## src/rtl/stepdown_fault_seq.sv

```systemverilog
// Step-down converter fault sequencer.
// Qualifies asynchronous fault comparator outputs with a 2-flop synchronizer and a per-bit debounce
// counter. It then sequences the power-stage enable through soft-start, run, hiccup retry and
// latched-off states.
module stepdown_fault_seq #(
  parameter int NF         = 4,
  parameter int DB_CYC     = 8,
  parameter int SS_CYC     = 256,
  parameter int HICCUP_CYC = 1024,
  parameter int MAX_RETRY  = 3,
  parameter int CW         = 12
) (
  input  logic                           CELCLK,
  input  logic                           CELRSTN,
  input  logic                           en,
  input  logic [NF-1:0]                  fault_raw,
  input  logic                           clr,
  output logic                           pwr_en,
  output logic                           ss_active,
  output logic                           fault,
  output logic [NF-1:0]                  fault_code,
  output logic [$clog2(MAX_RETRY+1)-1:0] retry_cnt,
  output logic [2:0]                     state
);

  localparam int RW  = $clog2(MAX_RETRY + 1);
  localparam int DBW = (DB_CYC > 1) ? $clog2(DB_CYC) : 1;

  localparam logic [DBW-1:0] DB_LAST   = DBW'(DB_CYC - 1);
  localparam logic [CW-1:0]  SS_LAST   = CW'(SS_CYC - 1);
  localparam logic [CW-1:0]  HIC_LAST  = CW'(HICCUP_CYC - 1);
  localparam logic [RW-1:0]  RETRY_MAX = RW'(MAX_RETRY);

  typedef enum logic [2:0] {
    IDLE   = 3'd0,
    SS     = 3'd1,
    RUN    = 3'd2,
    HICCUP = 3'd3,
    LATCH  = 3'd4
  } state_t;

  // Synchronized and qualified fault vectors.
  logic [NF-1:0]  sync1;
  logic [NF-1:0]  fs;
  logic [NF-1:0]  fdb;
  logic [DBW-1:0] db_cnt [NF];

  // Sequencer registers and their next values.
  state_t         state_q;
  state_t         state_nx;
  logic [CW-1:0]  timer;
  logic [CW-1:0]  timer_nx;
  logic           timer_run;
  logic [RW-1:0]  retry_nx;
  logic [NF-1:0]  code_nx;
  logic           pwr_en_nx;
  logic           ss_active_nx;
  logic           fault_nx;
  // Low for the first edge after reset release so the sequencer holds IDLE on that edge.
  logic           armed;

  // Two-flop synchronizer on the asynchronous comparator outputs.
  // NOTE: sequential state uses non-blocking (<=) so every flop samples pre-edge values.
  always_ff @(posedge CELCLK or negedge CELRSTN) begin
    if (!CELRSTN) begin
      sync1 <= '0;
      fs    <= '0;
    end else begin
      sync1 <= fault_raw;
      fs    <= sync1;
    end
  end

  // Per-bit debounce: count consecutive synchronized highs, qualify after DB_CYC of them.
  // NOTE: the debounce counter array is a handful of control flops, not a RAM, so it is reset
  // like any other state; a power-up glitch must never look like a qualified fault.
  always_ff @(posedge CELCLK or negedge CELRSTN) begin
    if (!CELRSTN) begin
      for (int i = 0; i < NF; i++) db_cnt[i] <= '0;
      fdb <= '0;
    end else begin
      for (int i = 0; i < NF; i++) begin
        if (!fs[i]) begin
          db_cnt[i] <= '0;
          fdb[i]    <= 1'b0;
        end else begin
          if (db_cnt[i] != DB_LAST) db_cnt[i] <= db_cnt[i] + DBW'(1);
          fdb[i] <= (db_cnt[i] == DB_LAST);
        end
      end
    end
  end

  // State register plus registered outputs, all loaded from their computed next values.
  always_ff @(posedge CELCLK or negedge CELRSTN) begin
    if (!CELRSTN) begin
      armed      <= 1'b0;
      state_q    <= IDLE;
      timer      <= '0;
      retry_cnt  <= '0;
      fault_code <= '0;
      pwr_en     <= 1'b0;
      ss_active  <= 1'b0;
      fault      <= 1'b0;
    end else begin
      armed      <= 1'b1;
      state_q    <= state_nx;
      timer      <= timer_nx;
      retry_cnt  <= retry_nx;
      fault_code <= code_nx;
      pwr_en     <= pwr_en_nx;
      ss_active  <= ss_active_nx;
      fault      <= fault_nx;
    end
  end

  // Next-state logic: transitions, timer, retry counter and sticky fault record.
  // NOTE: every variable gets a default before the case so no path can infer a latch.
  always_comb begin
    state_nx  = state_q;
    retry_nx  = retry_cnt;
    code_nx   = fault_code;
    timer_run = 1'b0;
    if (armed) begin
      unique case (state_q)
        IDLE: begin
          if (clr) code_nx = '0;
          if (en && (fdb == '0)) state_nx = SS;
        end
        SS, RUN: begin
          // Fault beats en=0, which beats soft-start completion.
          if (fdb != '0) begin
            code_nx  = fault_code | fdb;
            state_nx = (retry_cnt < RETRY_MAX) ? HICCUP : LATCH;
          end else if (!en) begin
            state_nx = IDLE;
            retry_nx = '0;
          end else if ((state_q == SS) && (timer == SS_LAST)) begin
            state_nx = RUN;
          end else begin
            timer_run = (state_q == SS);
          end
        end
        HICCUP: begin
          code_nx = fault_code | fdb;
          if (!en) begin
            state_nx = IDLE;
            retry_nx = '0;
          end else if (timer == HIC_LAST) begin
            // A still-present fault restarts the off-time without using a retry.
            if (fdb == '0) begin
              state_nx = SS;
              if (retry_cnt != RETRY_MAX) retry_nx = retry_cnt + RW'(1);
            end
          end else begin
            timer_run = 1'b1;
          end
        end
        LATCH: begin
          if (clr) begin
            state_nx = IDLE;
            code_nx  = '0;
            retry_nx = '0;
          end
        end
        default: state_nx = IDLE;
      endcase
    end
    // Entering a state or hitting a terminal count leaves timer_run low, clearing the timer.
    timer_nx = timer_run ? (timer + CW'(1)) : '0;
  end

  // Output decode from the next state, registered alongside it.
  always_comb begin
    pwr_en_nx    = (state_nx == SS) || (state_nx == RUN);
    ss_active_nx = (state_nx == SS);
    fault_nx     = |code_nx;
  end

  assign state = state_q;

endmodule

```

## config.mk

```make
export PLATFORM = sky130hd
export DESIGN_NAME = stepdown_fault_seq
export DESIGN_NICKNAME = d
export VERILOG_FILES = /design/src/rtl/stepdown_fault_seq.sv
export SDC_FILE = /design/constraint.sdc
export NUM_CORES = 1
export LEC_CHECK = 0
export ABC_AREA = 1
export BUFFER_PORTS_ARGS = -buffer_cell sky130_fd_sc_hd__buf_2
export CAP_MARGIN = 0
export CORE_UTILIZATION = 60
export CTS_BUF_LIST = sky130_fd_sc_hd__clkbuf_16
export DETAILED_ROUTE_END_ITERATION = 7
export GPL_ROUTABILITY_DRIVEN = 0
export GPL_TIMING_DRIVEN = 1
export PLACE_DENSITY = 0.83
export SLEW_MARGIN = 20
export SYNTH_ARGS = -nofsm -noshare
export SYNTH_HDL_FRONTEND = slang
export SYNTH_SLANG_ARGS = --single-unit
```

## constraint.sdc

```tcl
create_clock -name CELCLK -period 3 [get_ports CELCLK]
set_input_delay 0.45 -clock CELCLK [delete_from_list [all_inputs] [get_ports CELCLK]]
set_output_delay 0.45 -clock CELCLK [all_outputs]
set_load 0.05 [all_outputs]
```

Word level (Yosys, flattened, before mapping)
Index checks and enable logic that the tools add are counted.

Bits in registers: 49. Input port bits: 8. Word-level logic and storage cells: 104.

Add/sub/neg operators: 6. $lt $le $gt $ge: 1. Eq/ne operators: 27. Mux-type cells: 43. Bitwise operators: 1. Reductions and logical operators: 11.

Operators by type and width (count): $mux W3 (18); $ne A3 B3 Y1 const B (7); $eq A3 B3 Y1 const B (5); $mux W2 (7); $add A12 B1 Y12 const B (1); $add A3 B1 Y3 const B (4); $eq A12 B10 Y1 const B (1); $eq A12 B8 Y1 const B (1); $mux W12 (1); $mux W4 (3); $pmux W3 S4 (1); $pmux W4 S3 (1); $mux W1 (10); $eq A3 B2 Y1 const B (3); $ne A2 B1 Y1 const B (4); $ne A2 B2 Y1 const B (4); $reduce_and A8 Y1 (1); $eq A3 B1 Y1 const B (2); $pmux W2 S3 (1); $logic_not A4 Y1 (1); $or A4 B4 Y4 (1); $reduce_bool A4 Y1 (1); $reduce_or A2 Y1 (2); $reduce_or A4 Y1 (1); other kinds (7) (8).

Depth between registers and ports, before layout
Gate-level depths: netlist (run 1).

Depth in word-level cells: 9. Gate-level depth with buffers: 14. Gate-level depth less buffers: 14.

Least setup slack after synthesis (run 1)
No wires, ideal clock.

Path kind: reg2reg. Start: register state_q[1] (netlist: state[1]). End: register timer[9]. Setup time: 80 ps. Arrival time: 1571 ps. Required time: 2920 ps. Path slack: 1350 ps. Cell stages (with the launch flop): 10. Clock period less this slack: 1650 ps. Cells stage by stage: dfrtp_1 nand2_2 nor2_2 inv_2 nor2_4 nand2_2 o21ai_2 nand2_2 buf_6 nor3b_2.

Word-level cells in the longest chain between the ends: 8. Elaborated cells on any way between the ends: 11. Classes of those cells: 3 x eq/ne; 6 x mux; 2 x reduce/logical.

Ends and longest elaborated chain: from (decl) (line 49) `state_t state_q;`; from (signal assigned) (line 107) `state_q <= state_nx;`; $eq A3 B1 Y1 (line 125, 138, 141); $logic_and A1 B1 Y1 (line 138) `end else if ((state_q == SS) && (timer == SS_LAST)) begin`; $mux W1 (line 138); $mux W1 (line 135) `end else if (!en) begin`; $mux W1 (line 132) `if (fdb != '0) begin`; $pmux W1 S2 (*) (line 125) `unique case (state_q)`; $mux W1 (*) (line 124) `if (armed) begin`; $mux W12 (*) (line 170) `timer_nx = timer_run ? (timer + CW'(1)) : '0;`; named net timer_nx[9] (line 52) `logic [CW-1:0] timer_nx;`; to (signal assigned) (line 108) `timer <= timer_nx;`; to (decl) (line 51) `logic [CW-1:0] timer;`.

The timed path passes the listed nets; every way through them passes the cells marked *. A chain may end at the register's enable or synchronous reset.

Worst setup path after layout (run 1)
Start: register timer[0]. End: register retry_cnt[0].

Word-level cells in the longest chain between the ends: 3.

Ends and longest elaborated chain: $eq A12 B10 Y1 (line 149) `end else if (timer == HIC_LAST) begin`; $ne A3 B3 Y1 (no source line); $reduce_and A8 Y1 (no source line); to (signal assigned) (line 109) `retry_cnt <= retry_nx;`; to (decl) (line 22) `output logic [$clog2(MAX_RETRY+1)-1:0] retry_cnt,`.

Every way passes these cells.

==> out/metrics.yaml, run 1 <==
p_per_area_nw_per_um2: 560
rrSetupSlack_ns: 1.36
start_kind: "register"
whs_ns: 0.156
first_iter_violations: 130
start_util_pct: 63.4
switching_share_pct: 24.4
vias: 1768
switchingPower_w: 0.000363
hpwl_um: 2920
setup.worst_path.end_class: "register"
syn_nets: 286
drc: 0
slowest_stage: "dfrtp_1"
clk_path_buf_depth: 2
clock_sinks: 49
path_depth: 9
num_rows: 22
ioPinCount: 20
dieArea_um2: 4180
first_global_vias: 1753
yosysUniqueCellTypes: 31
tritoncts: "done"
cts_hold_buf: 0
run_status: "completed"
crit_fanout: 4
crit_arrival_ns: 1.84
drt.antenna.violating_nets: 0
worst_slew_pin_slew_ns: 0.596
dr.pass1.iters: 4
p_leak_nw: 1.42
port-buffer-count: 19
fin_crit_sh_pct: 54.6
core_region_area_um2: 3720
fp.dieH_um: 64.7
ys_seq_elements: 49
drv_cap: 0
grt_overflow: 0
syn_to_final_growth_pct: 12.7
clkPwrFrac_pct: 42.6
slew_violations: 0
skew_ns: 0.00751
wl_per_cell_um: 12.2
cts_resized: 0
cp-startpoint: "timer[0]"
reg2reg_to: "retry_cnt[0]"
rr_worst_depth: 9
rsz0062_at_grt: "false"
clkLatencyLatePin_ns: 0.29
fillers: 299
syn_inst: 268
antennaDiodeCount: 0
setup_violations: 0
grtUsageTotal_pct: 23.2
grt_antenna_before_repair: 0
drt_wl_total_um: 4140
ir_drop_mv: 0.546
htree_levels: 2
critPathMaxStageDelay_ns: 0.38
criticalPathCategory: "reg2reg"
drive_gt1_share_pct: 17.1
fmax_ghz: 0.611
ys_seq_area_share_pct: 52.0
tns_ns: 0
cts.clk_slew.worst_paths_ns: 0.07
cts_buffers: 5
seq_power_share_pct: 47.9
vias_per_cell: 5.20
cts-root-buf: "clkbuf_16"
grt_first_pass_wirelength_um: 7280
p_int_w: 0.00112
fp.dieW_um: 64.7
slew_headroom_pct: 60.3
synth_area_um2: 2360
cts_setup_buffers: 0
crit_chain: "ha_1, nand3_1, nor2_2, nand4_1, nand2_2, nand2_2, nor3_4, nand3_1, o21ai_0"
worst-path-buf-inv: 0
synth.avg_cell_area_um2: 8.79
crit_path_end: "retry_cnt[0]"
r2r-start: "timer[0]"
post-route-min-period_ns: 1.64
ys_warn_count: 0
hp-class: "in2async"
hold_violations: 0
final_nets: 309
crit_required_ns: 3.21
pwr-share-comb_pct: 9.5
grt_max_degree: 50
crit_family: "simple AND/OR/NAND/NOR gates"
[flip-flops by register name, indices dropped and copies added, names as in the netlist]
register and cells:
armed 1, db_cnt 12, fault 1, fault_code 4
fdb 4, fs 4, pwr_en 1, retry_cnt 2
ss_active 1, state 3, sync1 4, timer 12
[final cells by class]
class / instances / area [um2] / area share [%]
inverter: 44 / 165 / 6.22
clock inverter: 3 / 46.3 / 1.74
sequential: 49 / 1230 / 46.2
tap: 48 / 60.1 / 2.26
clock buffer: 5 / 125 / 4.71
timing repair buffer: 19 / 97.6 / 3.68
multi-input combinational: 172 / 935 / 35.2
[stage by stage]
stage	total power (W)	cells	worst slack [ns]	util, %	cell area (um2)
after floorplan	0.000825	268	1.35	-	2360
after global placement	0.000858	332	1.46	66.8	2480
after detailed placement	0.000863	332	1.37	66.8	2480
after CTS	0.00150	340	1.37	71.4	2650
after global routing	0.00154	340	1.12	71.4	2660
final	0.00149	340	1.36	71.4	2660
[logic make-up after synthesis]
| family | synth area share (%) |
|---|---|
| other | 0.159 |
| AOI/OAI and AO/OA | 5.05 |
| and+or+nand+nor | 27.7 |
| buffers and inverters | 8.28 |
| adders and majority gates | 5.31 |
| xor gates and xnor gates | 1.49 |
| DFF | 52.0 |
[power groups by stage]
stage                     Sequential (W)  Clock (W)  Combinational [W]
final                           0.000712   0.000634           0.000141
after global routing            0.000716   0.000672           0.000157
after CTS                       0.000712   0.000646           0.000142
after detailed placement        0.000724          0           0.000140
after global placement          0.000722          0           0.000136
after floorplan                 0.000741          0          0.0000843
[worst min-delay path by stage]
stage            startpoint           end  slack, ns  cells after the start
2_1_floorplan       CELRSTN         armed       0.15                      0
3_3_place_gp       sync1[3]         fs[3]       0.33                      0
3_5_place_dp       sync1[1]         fs[1]       0.34                      0
4_1_cts        fault_raw[0]      sync1[0]       0.26                      1
5_1_grt             CELRSTN      timer[8]       0.22                      1
6_report            CELRSTN  retry_cnt[0]       0.16                      1
[worst register-to-register path, stage by stage (launching register included)]
cell     delay (ns)
dfrtp_1        0.38
ha_1           0.20
nand3_1        0.14
nor2_2         0.17
nand4_1        0.14
nand2_2        0.12
nand2_2        0.06
nor3_4         0.17
nand3_1        0.10
o21ai_0        0.09
[layer usage]
layer	global-route usage (%)	part of all wire, %	up-vias	wire (um)
li1	-	-	888	-
met1	26.0	42	827	1750
met2	40.5	51	41	2120
met3	6.16	4.5	12	188
met4	11.9	2.1	0	88
met5	0	0	-	0
[synthesized netlist by cell type (all sizes together)]
library cell   n  area (um2)
o21a           1        7.51
o21ai         11        58.8
nand3         21         110
nor3           8        66.3
nand4          3        18.8
ha            10         125
nand2         68         278
dfrtp         49        1230
o211ai         1        7.51
nor2          33         146
xnor2          1        8.76
a32oi          1        8.76
buf            3        30.0
xor2           3        26.3
a21oi          6        30.0
conb           1        3.75
inv           44         165
nor3b          3        32.5
a31oi          1        6.26
[placed cells by master, fill, tap and decap left out, types with 6 or more instances in the layout]
master and count:
dfrtp_1 49, o21ai_0 9, nand2_1 61, buf_2 18
a21oi_1 6, nand3_1 20, inv_1 41, nor2_1 28
ha_1 10, nand2_2 6
No activity file was read; power rests on OpenSTA's default activity.
==> run 2, diff against run 1 <==
--- a/config.mk
+++ b/config.mk
@@ -8,12 +8,12 @@
 export ABC_AREA = 1
 export BUFFER_PORTS_ARGS = -buffer_cell sky130_fd_sc_hd__buf_2
 export CAP_MARGIN = 0
-export CORE_UTILIZATION = 60
+export CORE_UTILIZATION = 53
 export CTS_BUF_LIST = sky130_fd_sc_hd__clkbuf_16
 export DETAILED_ROUTE_END_ITERATION = 7
 export GPL_ROUTABILITY_DRIVEN = 0
 export GPL_TIMING_DRIVEN = 1
-export PLACE_DENSITY = 0.83
+export PLACE_DENSITY = 0.78
 export SLEW_MARGIN = 20
 export SYNTH_ARGS = -nofsm -noshare
 export SYNTH_HDL_FRONTEND = slang
==> constraint.sdc (replaced) <==
create_clock -name CELCLK -period 1.35 [get_ports CELCLK]
set_input_delay 0.2025 -clock CELCLK [delete_from_list [all_inputs] [get_ports CELCLK]]
set_output_delay 0.2025 -clock CELCLK [all_outputs]
set_load 0.05 [all_outputs]
==> run 2 against run 1 <==
Compared with the run above: the run now ends with setup timing left; count of clock-buffer cells in the layout did not move; die area up 13%; maximum frequency grew 0.80%; non-clock buffer count grew 44; final cell count rose by 14%; largest power group unchanged; hold slack lost 0.14 ns; register-to-register slack worse by 1.6 ns; via count increased by 15%; largest cell class unchanged; worst setup slack got worse by 1.6 ns; total power up 120%.
==> out/metrics.yaml, run 2 (synthesis gave the netlist of run 1 again) <==
grt_max_degree: 40  # -20%
p_leak_nw: 1.64  # +16%
switching_share_pct: 28.0  # +3.6 points
num_rows: 23  # +4.5%
fmax_ghz: 0.616  # +0.80%
antennaDiodeCount: 0  # unchanged
crit_family: "simple AND/OR/NAND/NOR gates"
min_path_cells: 1
port-buffer-count: 19  # unchanged
start_kind: "register"
critPathMaxStageDelay_ns: 0.42  # +0.04 ns
ioPinCount: 20  # unchanged
cts.clk_slew.worst_paths_ns: 0.07  # about the same
htree_levels: 2  # unchanged
setup_violations: 22  # +22
switchingPower_w: 0.000926  # +160%
largestRegisters: "db_cnt x12, timer x12"
rsz0062_at_grt: "true"
worst-path-buf-inv: 2  # +2
cts_buffers: 5  # unchanged
run_status: "finished with violations"
crit_arrival_ns: 1.85  # about the same
p_int_w: 0.00239  # +110%
grt_antenna_before_repair: 0  # unchanged
cts-root-buf: "clkbuf_16"
hpwl_um: 3340  # +14%
crit_fanout: 5  # +1
crit_required_ns: 1.57  # -1.64 ns
path_depth: 10  # +1
final_cell_mix: "nand2_1 (59), dfrtp_1 (44), inv_1 (38), buf_4 (38), nor2_1 (20)"
p_per_area_nw_per_um2: 1060  # +88%
ir_drop_mv: 1.03  # +88%
grt_first_pass_wirelength_um: 7500  # +3.0%
vias_per_cell: 5.24  # +0.68%
post-route-min-period_ns: 1.62  # -0.0130 ns
hold_violations: 0  # unchanged
clk_path_buf_depth: 2  # unchanged
pre_cts_slack_ns: -0.209  # -1.58 ns
fp.dieH_um: 68.7  # +6.2%
slowest_stage: "dfrtp_1"
fp.dieW_um: 68.7  # +6.2%
clkLatencyLatePin_ns: 0.29  # about the same
first_iter_violations: 144  # +11%
drt_wl_total_um: 5610  # +36%
skew_ns: 0.0103  # +0.00277 ns
clkPwrFrac_pct: 39.0  # -3.6 points
grt_overflow: 0  # unchanged
final_common_cell: "nand2_1"
rr_worst_depth: 10  # +1
pwr-share-comb_pct: 13.4  # +3.9 points
violations: "setup timing"
crit_chain: "ha_4, nand2_2, nor2_1, nand2_1, nor2_2, buf_4, o21ai_4, buf_6, nand2_2, nor2_1"
clock_sinks: 49  # unchanged
final_nets: 354  # +15%
fin_crit_sh_pct: 120  # +66 points
core_region_area_um2: 4140  # +12%
worst_slack_ns: -0.274  # -1.64 ns
drc: 0  # unchanged
setup.worst_path.end_class: "register"
fillers: 277  # -7.4%
tns_ns: -4.35  # -4.35 ns
hp-class: "in2reg"
vias: 2026  # +15%
drt.antenna.violating_nets: 0  # unchanged
dr.pass1.iters: 4  # unchanged
start_util_pct: 56.9  # -6.5 points
wl_per_cell_um: 14.5  # +19%
whs_ns: 0.0142  # -0.142 ns
slew_violations: 0  # unchanged
first_global_vias: 1839  # +4.9%
drv_cap: 0  # unchanged
criticalPathCategory: "reg2reg"
dieArea_um2: 4720  # +13%
syn_to_final_growth_pct: 33.2
tritoncts: "done"
drive_gt1_share_pct: 36.5  # +19 points
seq_power_share_pct: 47.6  # -0.3 points
grtUsageTotal_pct: 22.4  # -0.86 points
==> run 2: changes by cell type in the layout (fill, tap and decap cells not counted), moves of 4 or more <==
cell,before,now
dfrtp_1,49,44
nor2_1,28,20
dfrtp_2,0,5
buf_6,0,4
buf_4,1,38
nor2_2,3,9
==> run 2: through the flow <==
stage	std cells	utilization [%]	total power (W)	area, um2
2_1_floorplan	268	-	0.00184	2370
3_3_place_gp	366	66.3	0.00195	2750
3_5_place_dp	366	66.3	0.00197	2750
4_1_cts	377	71.7	0.00324	2970
5_1_grt	387	75.7	0.00344	3140
6_report	387	75.7	0.00331	3140
==> run 2: power by group through the flow <==
stage                     Combinational, W  Clock [W]  Sequential [W]
final                             0.000443    0.00129         0.00158
after CTS                         0.000380    0.00129         0.00157
after detailed placement          0.000368          0         0.00160
after global placement            0.000355          0         0.00160
after global routing              0.000486    0.00137         0.00158
after floorplan                   0.000192          0         0.00165
==> run 2: final timing paths <==
check / from / to / slack, ns
hold / removal: fault_raw[0] / sync1[0] / 0.01
setup reg to reg: timer[0] / timer[11] / -0.27
min in group asynchronous: CELRSTN / timer[9] / 0.33
max in group asynchronous: CELRSTN / state[0] / 0.52
setup / recovery: timer[0] / timer[11] / -0.27
hold reg to reg: sync1[1] / fs[1] / 0.35
==> run 2: worst reg2reg max path, delay by kind of cell (launching register included) <==
| kind | cells | cell delay (ns) |
|---|---|---|
| adder cells (fa/ha/maj) | 1 | 0.19 |
| AO/OA/AOI/OAI | 1 | 0.21 |
| flip-flops | 1 | 0.42 |
| AND/OR/NAND/NOR | 6 | 0.47 |
| buffers and inverters | 2 | 0.26 |
==> run 2: final cells by class <==
class                   count  area [um2]  area share (%)
well taps                  50        62.6            1.99
multi-input cells         173        1070            34.0
flip-flops and latches     49        1230            39.3
inverters                  44         168            5.34
clock inverters             3        25.0           0.797
clock buffers               5         125            3.99
repair buffers             63         458            14.6
==> run 2: layer usage <==
metal	GRT usage, %	wire length (um)	up-vias
met1	25.1	2300	983
met2	40.8	2970	53
met5	0	0	-
met4	8.07	163	0
met3	5.43	181	17
li1	-	-	973
==> run 2: what timing repair did <==
item | 4_1_cts | 5_1_grt
cloned | 0 | 1
hold endpoints to repair | 10 | 0
endpoints found under the setup margin | 20 | 21
pin swaps | 13 | 11
gates resized for setup | 16 | 23
buffers inserted | 2 | 9
hold buffers | 1 | 0
